$ cat src/rtl/multiplier_iterative_param_if.sv
// multiplier_iterative_param_if: operand request and product handshake bundle
interface multiplier_iterative_param_if #(
  parameter int WIDTH = 32
);
  logic valid_in;
  logic signed_in;
  logic [WIDTH-1:0] a;
  logic [WIDTH-1:0] b;
  logic ready_in;
  logic valid_out;
  logic [2*WIDTH-1:0] r;
  modport master (output valid_in, signed_in, a, b, input ready_in, valid_out, r);
  modport slave (input valid_in, signed_in, a, b, output ready_in, valid_out, r);
endinterface

$ cat src/rtl/multiplier_iterative_param.sv
// multiplier_iterative_param: sign-magnitude shift-add multiplier, RADIX_BITS per cycle, early exit
module multiplier_iterative_param #(
  parameter int WIDTH = 32,
  parameter int RADIX_BITS = 1
) (
  input logic clk,
  input logic rst_n,
  multiplier_iterative_param_if.slave bus
);
  localparam int PW = 2 * WIDTH;
  typedef enum logic [1:0] {IDLE, BUSY, DONE} state_t;
  state_t state;
  logic [PW-1:0] mcand;
  logic [PW-1:0] acc;
  logic [PW-1:0] acc_nxt;
  logic [PW-1:0] digit;
  logic [WIDTH-1:0] mplier;
  logic [WIDTH-1:0] mplier_nxt;
  logic [WIDTH-1:0] mag_a;
  logic [WIDTH-1:0] mag_b;
  logic neg;
  logic accept;
  // negating the most-negative value wraps back to 2^(WIDTH-1), its correct magnitude
  always_comb begin
    mag_a = (bus.signed_in && bus.a[WIDTH-1]) ? -bus.a : bus.a;
    mag_b = (bus.signed_in && bus.b[WIDTH-1]) ? -bus.b : bus.b;
    digit = PW'(mplier[RADIX_BITS-1:0]);
    acc_nxt = acc + mcand * digit;
    mplier_nxt = mplier >> RADIX_BITS;
    accept = bus.valid_in && bus.ready_in;
  end
  always_ff @(posedge clk or negedge rst_n) begin
    if (!rst_n) begin
      state <= IDLE;
      bus.ready_in <= 1'b1;
      bus.valid_out <= 1'b0;
      bus.r <= '0;
      acc <= '0;
      mcand <= '0;
      mplier <= '0;
      neg <= 1'b0;
    end else if (accept) begin
      state <= BUSY;
      bus.ready_in <= 1'b0;
      bus.valid_out <= 1'b0;
      acc <= '0;
      mcand <= PW'(mag_a);
      mplier <= mag_b;
      neg <= bus.signed_in && (bus.a[WIDTH-1] ^ bus.b[WIDTH-1]);
    end else if (state == BUSY) begin
      acc <= acc_nxt;
      mcand <= mcand << RADIX_BITS;
      mplier <= mplier_nxt;
      if (mplier_nxt == '0) begin
        state <= DONE;
        bus.ready_in <= 1'b1;
        bus.valid_out <= 1'b1;
        bus.r <= neg ? -acc_nxt : acc_nxt;
      end
    end
  end
endmodule

$ cat src/flat_wrapper.sv
// flat-port wrapper written by rule: the top's interface ports become plain ports
module multiplier_iterative_param_flat 
#(
  parameter int WIDTH = 32,
  parameter int RADIX_BITS = 1
)
  (clk, rst_n, bus_valid_in, bus_signed_in, bus_a, bus_b, bus_ready_in, bus_valid_out, bus_r);
  multiplier_iterative_param_if #(.WIDTH(WIDTH)) bus_i ();
  input logic clk;
  input logic rst_n;
  input wire logic [$bits(bus_i.valid_in)-1:0] bus_valid_in;
  input wire logic [$bits(bus_i.signed_in)-1:0] bus_signed_in;
  input wire logic [$bits(bus_i.a)-1:0] bus_a;
  input wire logic [$bits(bus_i.b)-1:0] bus_b;
  output wire logic [$bits(bus_i.ready_in)-1:0] bus_ready_in;
  output wire logic [$bits(bus_i.valid_out)-1:0] bus_valid_out;
  output wire logic [$bits(bus_i.r)-1:0] bus_r;
  assign bus_i.valid_in = bus_valid_in;
  assign bus_i.signed_in = bus_signed_in;
  assign bus_i.a = bus_a;
  assign bus_i.b = bus_b;
  assign bus_ready_in = bus_i.ready_in;
  assign bus_valid_out = bus_i.valid_out;
  assign bus_r = bus_i.r;
  multiplier_iterative_param #(.WIDTH(WIDTH), .RADIX_BITS(RADIX_BITS)) u_core (.clk(clk), .rst_n(rst_n), .bus(bus_i));
endmodule
$ cat config.mk
export PLATFORM = sky130hd
export DESIGN_NAME = multiplier_iterative_param_flat
export DESIGN_NICKNAME = d
export VERILOG_FILES = /design/src/rtl/multiplier_iterative_param_if.sv /design/src/rtl/multiplier_iterative_param.sv /design/src/flat_wrapper.sv
export SDC_FILE = /design/constraint.sdc
export NUM_CORES = 1
export LEC_CHECK = 0
export ABC_AREA = 1
export BUFFER_PORTS_ARGS = -buffer_cell sky130_fd_sc_hd__buf_2
export CORE_ASPECT_RATIO = 0.6
export CORE_UTILIZATION = 30
export CTS_CLUSTER_SIZE = 10
export DETAILED_ROUTE_END_ITERATION = 12
export PLACE_DENSITY = 0.5
export SYNTH_ARGS = -nofsm -noshare
export SYNTH_HDL_FRONTEND = slang
export SYNTH_SLANG_ARGS = --single-unit
$ cat constraint.sdc
create_clock -name clk -period 4.84 [get_ports clk]
set_input_delay 0.968 -clock clk [delete_from_list [all_inputs] [get_ports clk]]
set_output_delay 0.968 -clock clk [all_outputs]
set_load 0.05 [all_outputs]
==> results of run 1 <==
==> routing by layer <==
| layer | track usage, % | vias to the layer above | share of wire [%] |
|---|---|---|---|
| met3 | 6.96 | 42 | 12 |
| met2 | 27.6 | 773 | 33 |
| met1 | 39.7 | 9588 | 54 |
| met4 | 2.61 | 2 | 1.0 |
| li1 | - | 10400 | - |
| met5 | 0 | - | 0.014 |
==> metrics by stage <==
step	utilization [%]	worst slack (ns)	instances	cell area, um^2	total power, W
finish	34.2	0.875	4251	22100	0.0139
global route	34.2	0.529	4251	22100	0.0148
CTS	34.2	0.915	4251	22100	0.0137
detailed placement	33.0	0.918	4206	21300	0.0116
global placement	33.0	0.881	4206	21300	0.0117
floorplan	-	1.70	3270	19600	0.00864
==> final timing paths <==
path | start | to | depth (start not counted)
max | u_core.mplier[0]$_DFFE_PN0P_ | u_core.bus.r[49]$_DFFE_PN0P_ | 27
min | rst_n | u_core.mcand[15]$_DFFE_PN0P_ | 1
max reg2reg | u_core.mplier[0]$_DFFE_PN0P_ | u_core.bus.r[49]$_DFFE_PN0P_ | 27
min reg2reg | u_core.bus.r[55]$_DFFE_PN0P_ | u_core.bus.r[55]$_DFFE_PN0P_ | 2
max in group asynchronous | rst_n | u_core.bus.ready_in$_DFFE_PN1P_ | 2
min in group clk | u_core.bus.r[55]$_DFFE_PN0P_ | u_core.bus.r[55]$_DFFE_PN0P_ | 2
==> power by group through the flow <==
stage	clock [W]	sequential, W	combinational (W)
floorplan	0	0.00375	0.00489
CTS	0.00199	0.00315	0.00851
global placement	0	0.00320	0.00850
finish	0.00195	0.00317	0.00875
global route	0.00207	0.00324	0.00952
detailed placement	0	0.00316	0.00848
==> cells by family after synthesis <==
kind of cell | count (synthesis) | share of synthesized area (%)
AOI/OAI and AO/OA | 351 | 10.4
xor gates and xnor gates | 48 | 2.14
adders and majority gates | 67 | 4.31
buffers and inverters | 676 | 13.1
DFF | 228 | 29.1
and+or+nand+nor | 1900 | 40.9
==> layout make-up <==
cell class              instances  share of cell area [%]
clock buffers                  43                    3.42
multi-input cells            2366                    51.4
clock inverters                 2                   0.113
well taps                     851                    4.82
inverters                     603                    10.2
flip-flops and latches        228                    25.8
repair buffers                158                    4.14
==> synthesized netlist by cell type, drive strengths merged, types with 35 or more instances <==
cell and count:
ha 66, o22ai 35, nand3 231, o21ai 159
o221ai 48, clkbuf 59, dfrtp 227, nor2 291
inv 597, xor2 38, nand2 1288, a21oi 87
==> critical path, cell delays in order (launching register included) <==
cell                      delay, ns
sky130_fd_sc_hd__dfrtp_2       0.38
sky130_fd_sc_hd__buf_12        0.24
sky130_fd_sc_hd__nand2_1       0.12
sky130_fd_sc_hd__inv_1         0.08
sky130_fd_sc_hd__ha_1          0.25
sky130_fd_sc_hd__inv_1         0.08
sky130_fd_sc_hd__fa_1          0.38
sky130_fd_sc_hd__inv_1         0.11
sky130_fd_sc_hd__nand3_1       0.07
sky130_fd_sc_hd__nand2_1       0.17
sky130_fd_sc_hd__nand2_1       0.11
sky130_fd_sc_hd__nand2_2       0.12
sky130_fd_sc_hd__nand2_1       0.11
sky130_fd_sc_hd__nand3_2       0.15
sky130_fd_sc_hd__nand2_1       0.12
sky130_fd_sc_hd__nand2_1       0.10
sky130_fd_sc_hd__nand2_1       0.06
sky130_fd_sc_hd__nand2_2       0.22
sky130_fd_sc_hd__nand2_1       0.16
sky130_fd_sc_hd__inv_2         0.09
sky130_fd_sc_hd__nand2_1       0.08
sky130_fd_sc_hd__nor2_1        0.11
sky130_fd_sc_hd__nor2_1        0.09
sky130_fd_sc_hd__nor2_4        0.19
sky130_fd_sc_hd__nand2_1       0.07
sky130_fd_sc_hd__nand2_1       0.07
sky130_fd_sc_hd__nand3_1       0.11
sky130_fd_sc_hd__nand2_1       0.10
==> sequential cells by signal, summed over array words and instances (netlist names) <==
signal	flops
u_core.acc	64
u_core.bus.r	64
u_core.bus.ready_in	1
u_core.mcand	64
u_core.mplier	32
u_core.neg	1
u_core.state	2
==> metrics.csv, run 1 <==
metric,value,unit
power spent charging and discharging nets,0.00796,W
"top library cells by usage in the layout, fill and taps aside","sky130_fd_sc_hd__nand2_1 (1225), sky130_fd_sc_hd__inv_1 (581), sky130_fd_sc_hd__nor2_1 (253), sky130_fd_sc_hd__dfrtp_1 (225), sky130_fd_sc_hd__nand3_1 (214)",
library cells used by synthesis,48,
post-detailed-route count of antenna-violating nets,0,
GRT Overall Usage,23.4,%
clock root cell,sky130_fd_sc_hd__clkbuf_16,
"FFs w/ async S/R, synth",100,%
count of filler cells inserted in the layout,7270,
first drt pass iteration count,6,
clk_skew,0.0493,ns
Leak,12.2,nW
number of storage elements in the synthesis netlist,228,
kind of critical path,reg -> reg,
drt drc,0,
Critical Path Sink Type,flop,
GPL Wtd Cong,0.985,
vias,20800,
Hold Fails Final Rpt,0,
cells taking the most area after synthesis,"sky130_fd_sc_hd__dfrtp_1 (29%), sky130_fd_sc_hd__nand2_1 (23%), sky130_fd_sc_hd__inv_1 (11%), sky130_fd_sc_hd__nand3_1 (5.5%), sky130_fd_sc_hd__nor2_1 (4.9%)",
die boundary height,200,um
routed wire length per instance,18.4,um
pin count of the biggest net entering global routing,125,
Register-to-Register Setup Slack,0.87,ns
cells resized by post-CTS repair,0,
"most common cell after layout, fill and taps aside",sky130_fd_sc_hd__nand2_1,
worst IR drop on VDD,0.000420,V
post-synthesis area per instance,6.00,um^2
max capacitance violation total,0,
portion of synthesized cell area occupied by the leading cell type,29.0,%
timing-limited maximum frequency,252,MHz
overall routed net length,78300,um
critical path data required time,5.37,ns
global route total overflow,0,
CTS tree,yes,
startpoint type of the worst setup path,flop,
final-layout worst hold slack,0.414,ns
total inserted antenna cells,0,
run status,"complete, no violations",
HPWL after detailed placement,63200,um
Buffers on Ports,133,
cell area after synthesis,19600,um^2
deepest level of the CTS H-tree,1,
Vias per Instance,4.90,
power density over cell area,628,nW/um^2
Initial Util,30.4,%
Sequential cell area,5710,um^2
number of setup violations in the final report,0,
worst max-slew margin expressed relative to the limit,33.0,%
share of total power consumed by net switching,57.4,%
gate count of the mapped netlist,3270,
multi-input gate area in the final layout,11400,um^2
count of flip-flops with a built-in enable after synthesis,0,
post-route clock period utilization,81.9,%
count of hold buffers inserted by post-cts repair,0,
most instantiated flip-flop cell in the synthesis netlist,sky130_fd_sc_hd__dfrtp_1,
number of antenna violations at the first check in global routing,1,
transition time at the pin with the least slew margin,0.995,ns
share of synthesized area occupied by flip-flops and latches,29.1,%
number of global-route vias before repair,18700,
first-pass GRT wire length,117000,um
final number of max-transition violations,0,
Rows,72,
path class of the lowest-slack min-delay path,in -> async,
RSZ-0062 raised after global routing,no,
count of routing violations after the opening detailed-route iteration,2417,
Clock Latency Late Sink,0.61,ns
Internal,0.00590,W
net count of the mapped netlist,3405,
largest area contributor in the synthesized netlist,sky130_fd_sc_hd__dfrtp_1,
setup TNS,0,ns
total clock buffers created by CTS,27,
die footprint,66400,um^2
Final nets,3519,
area delta synth->final,12.7,%
number of sinks handled by clock tree synthesis,228,
part of the total power dissipated in combinational logic,63.1,%
Floorplan Core Area,64500,um^2
"Arr. time, crit path",4.50,ns
share of post-route cells with drive strength above 1,9.85,%
synthesis warning total,0,
final worst path period need,3.97,ns
"CTS clk-pin slew, worst paths",0.06,ns
Post CTS Setup Buffer Count,0,
clock network fraction of total power,14.1,%
I/O pin count,134,
Die Span X,332,um
Sequential Power Share,22.8,%
worst-case clock buffer depth,3,
largest fanout of any net on the critical path,49,
No activity file was read; power rests on OpenSTA's default activity.
==> run 2, diff against run 1 <==
clock period = 4.1 ns   (was 4.84 ns; I/O delays follow)
==> metrics.csv, run 2 (synthesis results as in run 1) <==
metric,value,unit,change
run status,"complete, no violations",,unchanged
Register-to-Register Setup Slack,0.17,ns,was 0.87 ns
Worst path most repeated cell,sky130_fd_sc_hd__nand2_1,,unchanged
number of global-route vias before repair,19000,,was 18700
die boundary height,200,um,unchanged
Rows,72,,unchanged
FF-to-FF End,u_core.bus.r[55]$_DFFE_PN0P_,,was u_core.bus.r[49]$_DFFE_PN0P_
first-pass GRT wire length,120000,um,was 117000 um
total clock buffers created by CTS,28,,was 27
Final nets,3565,,was 3519
number of setup violations in the final report,0,,unchanged
"most common cell after layout, fill and taps aside",sky130_fd_sc_hd__nand2_1,,unchanged
post-route clock period utilization,95.8,%,was 81.9%
count of filler cells inserted in the layout,7272,,was 7270
count of hold buffers inserted by post-cts repair,0,,unchanged
timing-limited maximum frequency,254,MHz,was 252 MHz
Hold Fails Final Rpt,0,,unchanged
I/O pin count,134,,unchanged
die footprint,66400,um^2,unchanged
Post-DP Area,21700,um^2,was 21300 um^2
Leak,12.4,nW,was 12.2 nW
GRT Overall Usage,24.1,%,was 23.4%
CP cell instances,buf_12 -> nand2_1 -> inv_1 -> ha_1 -> nand2_1 -> nor2_1 -> nand2_1 -> nor4_1 -> nand2_1 -> nand3_1 -> nand2_1 -> nor2_1 -> nand2_1 -> o21ai_0 -> nand3_1 -> nand3_1 -> nand2_1,,
largest fanout of any net on the critical path,48,,was 49
crit path buf inv count,2,,was 5
Critical Path Sink Type,flop,,unchanged
transition time at the pin with the least slew margin,0.865,ns,was 0.995 ns
Reg2Reg Launch Point,u_core.mplier[0]$_DFFE_PN0P_,,unchanged
area delta synth->final,15.1,%,was 12.7%
power density over cell area,748,nW/um^2,was 628 nW/um^2
HPWL after detailed placement,65500,um,was 63200 um
Floorplan Core Area,64500,um^2,unchanged
critical path data required time,4.60,ns,was 5.37 ns
startpoint type of the worst setup path,flop,,unchanged
CP max stage cell,sky130_fd_sc_hd__nor4_1,,was sky130_fd_sc_hd__dfrtp_2
clock root cell,sky130_fd_sc_hd__clkbuf_16,,unchanged
RSZ-0062 raised after global routing,yes,,was no
share of post-route cells with drive strength above 1,11.5,%,was 9.85%
first drt pass iteration count,6,,unchanged
R2R depth,17,,was 27
pin count of the biggest net entering global routing,87,,was 125
"Core Util, Final",35.0,%,was 34.2%
"Arr. time, crit path",4.43,ns,was 4.50 ns
Vias per Instance,4.93,,was 4.90
overall routed net length,80400,um,was 78300 um
max capacitance violation total,0,,unchanged
final worst path period need,3.93,ns,was 3.97 ns
CP top delay family,simple AND/OR/NAND/NOR gates,,unchanged
Initial Util,30.4,%,unchanged
Sequential cell area,5710,um^2,unchanged
"CTS clk-pin slew, worst paths",0.06,ns,about the same
Placed Cells incl. Taps,4251,,was 4206
multi-input gate area in the final layout,11400,um^2,about the same
worst max-slew margin expressed relative to the limit,42.3,%,was 33.0%
deepest level of the CTS H-tree,1,,unchanged
"count of placed standard cells in the final layout, fillers left out",4301,,was 4251
Critical Path Max Stage Delay,0.49,ns,was 0.38 ns
routed wire length per instance,18.7,um,was 18.4 um
worst-case clock buffer depth,3,,unchanged
Clock Latency Late Sink,0.62,ns,was 0.61 ns
Die Span X,332,um,unchanged
clk_skew,0.0454,ns,was 0.0493 ns
final number of max-transition violations,0,,unchanged
count of routing violations after the opening detailed-route iteration,2191,,was 2417
global route total overflow,0,,unchanged
post-detailed-route count of antenna-violating nets,0,,unchanged
kind of critical path,reg -> reg,,unchanged
"top library cells by usage in the layout, fill and taps aside","sky130_fd_sc_hd__nand2_1 (1222), sky130_fd_sc_hd__inv_1 (581), sky130_fd_sc_hd__nor2_1 (248), sky130_fd_sc_hd__dfrtp_1 (225), sky130_fd_sc_hd__nand3_1 (214)",,"was sky130_fd_sc_hd__nand2_1 (1225), sky130_fd_sc_hd__inv_1 (581), sky130_fd_sc_hd__nor2_1 (253), sky130_fd_sc_hd__dfrtp_1 (225), sky130_fd_sc_hd__nand3_1 (214)"
drt drc,0,,unchanged
number of antenna violations at the first check in global routing,0,,was 1
CTS tree,yes,,unchanged
Buffers on Ports,133,,unchanged
path class of the lowest-slack min-delay path,in -> async,,unchanged
worst IR drop on VDD,0.000618,V,was 0.000420 V
vias,21200,,was 20800
number of sinks handled by clock tree synthesis,228,,unchanged
area of all placed cells without fillers,22600,um^2,was 22100 um^2
largest registers ranked by flip-flop count,"u_core.acc x64, u_core.bus.r x64, u_core.mcand x64",,unchanged
GPL Wtd Cong,1.03,,was 0.985
run 2: changes by cell type in the layout (fill, tap and decap cells not counted), moves of 2 or more:
cell / change
sky130_fd_sc_hd__ha_1: -2
sky130_fd_sc_hd__nand2_2: +2
sky130_fd_sc_hd__buf_4: +43
sky130_fd_sc_hd__clkinv_2: +2
sky130_fd_sc_hd__ha_2: +2
sky130_fd_sc_hd__nand2_1: -3
sky130_fd_sc_hd__nor2_2: +4
sky130_fd_sc_hd__nor2_1: -5
run 2: worst max path at each step:
| stage | from | endpoint | slack, ns | depth (start not counted) |
|---|---|---|---|---|
| after global placement | u_core.mplier[0]$_DFFE_PN0P_ | u_core.bus.r[38]$_DFFE_PN0P_ | 0.26 | 22 |
| final | u_core.mplier[0]$_DFFE_PN0P_ | u_core.bus.r[55]$_DFFE_PN0P_ | 0.17 | 17 |
| after CTS | u_core.mplier[0]$_DFFE_PN0P_ | u_core.bus.r[42]$_DFFE_PN0P_ | 0.18 | 22 |
| after global routing | u_core.mplier[0]$_DFFE_PN0P_ | u_core.bus.r[42]$_DFFE_PN0P_ | -0.005 | 22 |
| after floorplan | u_core.mplier[0]$_DFFE_PN0P_ | u_core.bus.r[42]$_DFFE_PN0P_ | 0.96 | 22 |
| after detailed placement | u_core.mplier[0]$_DFFE_PN0P_ | u_core.bus.r[42]$_DFFE_PN0P_ | 0.20 | 22 |
run 2: power breakdown:
part / internal (W) / total, W / switching [W]
clock: 0.00136 / 0.00242 / 0.00106
combinational: 0.00289 / 0.0107 / 0.00784
sequential: 0.00311 / 0.00372 / 0.000607
total: 0.00737 / 0.0169 / 0.00950
run 2: area by class of cell:
cell class,instances,area share [%]
well taps,851,4.72
clock inverters,5,0.333
inverters,603,10.0
repair buffers,203,5.63
clock buffers,44,3.46
multi-input cells,2366,50.5
flip-flops and latches,228,25.3
diodes,1,0.0111
run 2: timing repair:
item	in CTS	in global routing
endpoints found under the hold margin	0	0
endpoints found under the setup margin	0	35
buffers inserted	0	0
gates resized for setup	0	17
run 2: per-layer routing:
| metal | global-route usage, % | part of all wire, % |
|---|---|---|
| met1 | 40.5 | 54 |
| met2 | 27.7 | 32 |
| met3 | 8.58 | 13 |
| met4 | 2.62 | 0.88 |
| met5 | 0 | 0 |
run 2: through the flow:
stage	TNS (ns)	hold WS [ns]	total power [W]	setup WS [ns]
after floorplan	0	0.453	0.0102	0.964
after global placement	0	0.461	0.0142	0.257
after detailed placement	0	0.462	0.0141	0.196
after CTS	0	0.278	0.0166	0.183
after global routing	-0.00740	0.299	0.0180	-0.00465
final	0	0.231	0.0169	0.171
==> run 3, diff against run 2 <==
CORE_ASPECT_RATIO = 2   (was 0.6)
==> metrics.csv, run 3 (synthesis results as in run 1) <==
metric,value,unit,change
worst IR drop on VDD,0.000497,V,was 0.000618 V
number of sinks handled by clock tree synthesis,228,,unchanged
transition time at the pin with the least slew margin,0.789,ns,was 0.865 ns
max capacitance violation total,0,,unchanged
worst-case clock buffer depth,3,,unchanged
"top library cells by usage in the layout, fill and taps aside","sky130_fd_sc_hd__nand2_1 (1214), sky130_fd_sc_hd__inv_1 (581), sky130_fd_sc_hd__nor2_1 (244), sky130_fd_sc_hd__dfrtp_1 (225), sky130_fd_sc_hd__nand3_1 (214)",,"was sky130_fd_sc_hd__nand2_1 (1222), sky130_fd_sc_hd__inv_1 (581), sky130_fd_sc_hd__nor2_1 (248), sky130_fd_sc_hd__dfrtp_1 (225), sky130_fd_sc_hd__nand3_1 (214)"
final number of max-transition violations,0,,unchanged
post-route clock period utilization,94.7,%,was 95.8%
Reg2Reg Launch Point,u_core.mplier[0]$_DFFE_PN0P_,,unchanged
worst max-slew margin expressed relative to the limit,47.3,%,was 42.3%
largest registers ranked by flip-flop count,"u_core.acc x64, u_core.bus.r x64, u_core.mcand x64",,unchanged
final worst path period need,3.88,ns,was 3.93 ns
total clock buffers created by CTS,28,,unchanged
area delta synth->final,16.9,%,was 15.1%
GRT Overall Usage,26.1,%,was 24.1%
Initial Util,30.3,%,was 30.4%
Post CTS Setup Buffer Count,0,,unchanged
startpoint type of the worst setup path,flop,,unchanged
Die Span X,183,um,was 332 um
Critical Path Sink Type,flop,,unchanged
I/O pin count,134,,unchanged
CTS tree,yes,,unchanged
HPWL after detailed placement,69800,um,was 65500 um
Rows,132,,was 72
die footprint,66400,um^2,about the same
Buffers on Ports,133,,unchanged
clock root cell,sky130_fd_sc_hd__clkbuf_16,,unchanged
overall power of the completed layout,0.0170,W,was 0.0169 W
Final nets,3598,,was 3565
first drt pass iteration count,7,,was 6
path class of the lowest-slack min-delay path,in -> async,,unchanged
count of hold buffers inserted by post-cts repair,0,,unchanged
routed wire length per instance,19.5,um,was 18.7 um
drt drc,0,,unchanged
RSZ-0062 raised after global routing,no,,was yes
GPL Wtd Cong,0.997,,was 1.03
timing-limited maximum frequency,258,MHz,was 254 MHz
count of filler cells inserted in the layout,7483,,was 7272
number of global-route vias before repair,21700,,was 19000
overall routed net length,84800,um,was 80400 um
number of antenna violations at the first check in global routing,1,,was 0
run status,"complete, no violations",,unchanged
kind of critical path,reg -> reg,,unchanged
largest fanout of any net on the critical path,35,,was 48
Floorplan Core Area,64700,um^2,was 64500 um^2
setup TNS,0,ns,unchanged
"Arr. time, crit path",4.37,ns,was 4.43 ns
power density over cell area,743,nW/um^2,was 748 nW/um^2
"most common cell after layout, fill and taps aside",sky130_fd_sc_hd__nand2_1,,unchanged
die boundary height,364,um,was 200 um
cells resized by post-CTS repair,0,,unchanged
FF-to-FF End,u_core.bus.r[45]$_DFFE_PN0P_,,was u_core.bus.r[55]$_DFFE_PN0P_
post-detailed-route count of antenna-violating nets,0,,unchanged
R2R depth,22,,was 17
number of setup violations in the final report,0,,unchanged
Clock Latency Late Sink,0.61,ns,was 0.62 ns
pin count of the biggest net entering global routing,87,,unchanged
count of routing violations after the opening detailed-route iteration,974,,was 2191
clk_skew,0.0379,ns,was 0.0454 ns
vias,21000,,was 21200
Hold Fails Final Rpt,0,,unchanged
Register-to-Register Setup Slack,0.22,ns,was 0.17 ns
first-pass GRT wire length,128000,um,was 120000 um
share of post-route cells with drive strength above 1,12.8,%,was 11.5%
deepest level of the CTS H-tree,1,,unchanged
Leak,12.6,nW,was 12.4 nW
Vias per Instance,4.82,,was 4.93
global route total overflow,0,,unchanged
critical path data required time,4.59,ns,was 4.60 ns
"CTS clk-pin slew, worst paths",0.06,ns,about the same
-- run 3: cell types whose count changed in the layout (fill, tap and decap cells not counted), moves of 4 or more --
cell                       previous run  this run
sky130_fd_sc_hd__nand2_1           1222      1214
sky130_fd_sc_hd__ha_2                 2         7
sky130_fd_sc_hd__nand2_2             61        66
sky130_fd_sc_hd__clkbuf_8             2         7
sky130_fd_sc_hd__nor2_1             248       244
sky130_fd_sc_hd__ha_1                64        59
sky130_fd_sc_hd__buf_4               64        97
-- run 3: worst max path at each step --
stage | startpoint | to
after floorplan | u_core.mplier[0]$_DFFE_PN0P_ | u_core.bus.r[42]$_DFFE_PN0P_
after global placement | u_core.mplier[0]$_DFFE_PN0P_ | u_core.bus.r[45]$_DFFE_PN0P_
after detailed placement | u_core.mplier[0]$_DFFE_PN0P_ | u_core.bus.r[45]$_DFFE_PN0P_
after CTS | u_core.mplier[0]$_DFFE_PN0P_ | u_core.bus.r[45]$_DFFE_PN0P_
after global routing | u_core.mplier[0]$_DFFE_PN0P_ | u_core.bus.r[60]$_DFFE_PN0P_
final | u_core.mplier[0]$_DFFE_PN0P_ | u_core.bus.r[45]$_DFFE_PN0P_
-- run 3: layout make-up --
| type | instances | area (um^2) | share of cell area, % |
|---|---|---|---|
| timing repair buffer | 236 | 1520 | 6.65 |
| tap | 871 | 1090 | 4.75 |
| inverter | 603 | 2260 | 9.88 |
| sequential | 228 | 5710 | 24.9 |
| antenna | 1 | 2.50 | 0.0109 |
| clock inverter | 1 | 7.51 | 0.0328 |
| multi-input combinational | 2366 | 11500 | 50.0 |
| clock buffer | 47 | 863 | 3.77 |
-- run 3: report_power, final --
part / switching (W) / internal (W)
clock: 0.00107 / 0.00141
combinational: 0.00775 / 0.00304
sequential: 0.000642 / 0.00311
total: 0.00946 / 0.00757
-- run 3: metrics by stage --
step                hold WS [ns]  std cells  util, %  area [um^2]  setup WS (ns)
global route               0.244       4352     35.4        22900       0.000181
floorplan                  0.453       3270        -        19600          0.964
global placement           0.463       4304     33.9        21900         0.0131
finish                     0.200       4353     35.4        22900          0.218
detailed placement         0.466       4304     33.9        21900         0.0199
CTS                        0.208       4352     35.2        22800        0.00426
-- run 3: routing by layer --
metal | track usage, % | up-vias | wire, um
met2 | 51.6 | 504 | 46200
met3 | 2.67 | 277 | 2400
li1 | - | 10600 | -
met5 | 0 | - | 18
met4 | 25.9 | 2 | 10300
met1 | 21.6 | 9624 | 26000
-- run 3: critical path, cell delays in order (launching register included) --
cell	delay, ns
sky130_fd_sc_hd__dfrtp_2	0.45
sky130_fd_sc_hd__buf_4	0.19
sky130_fd_sc_hd__buf_12	0.17
sky130_fd_sc_hd__nand2_1	0.08
sky130_fd_sc_hd__inv_1	0.08
sky130_fd_sc_hd__ha_2	0.40
sky130_fd_sc_hd__nand2_1	0.16
sky130_fd_sc_hd__nor2_2	0.21
sky130_fd_sc_hd__nand2_1	0.15
sky130_fd_sc_hd__nor2_1	0.12
sky130_fd_sc_hd__nand2_1	0.15
sky130_fd_sc_hd__nand3_2	0.16
sky130_fd_sc_hd__nand2_1	0.10
sky130_fd_sc_hd__nand3_1	0.08
sky130_fd_sc_hd__nand2_1	0.27
sky130_fd_sc_hd__nor2_1	0.24
sky130_fd_sc_hd__nand2_1	0.11
sky130_fd_sc_hd__nor2_2	0.12
sky130_fd_sc_hd__nand3_2	0.12
sky130_fd_sc_hd__nand2_2	0.12
sky130_fd_sc_hd__nand2_1	0.07
sky130_fd_sc_hd__nand3_1	0.13
sky130_fd_sc_hd__nand2_1	0.07
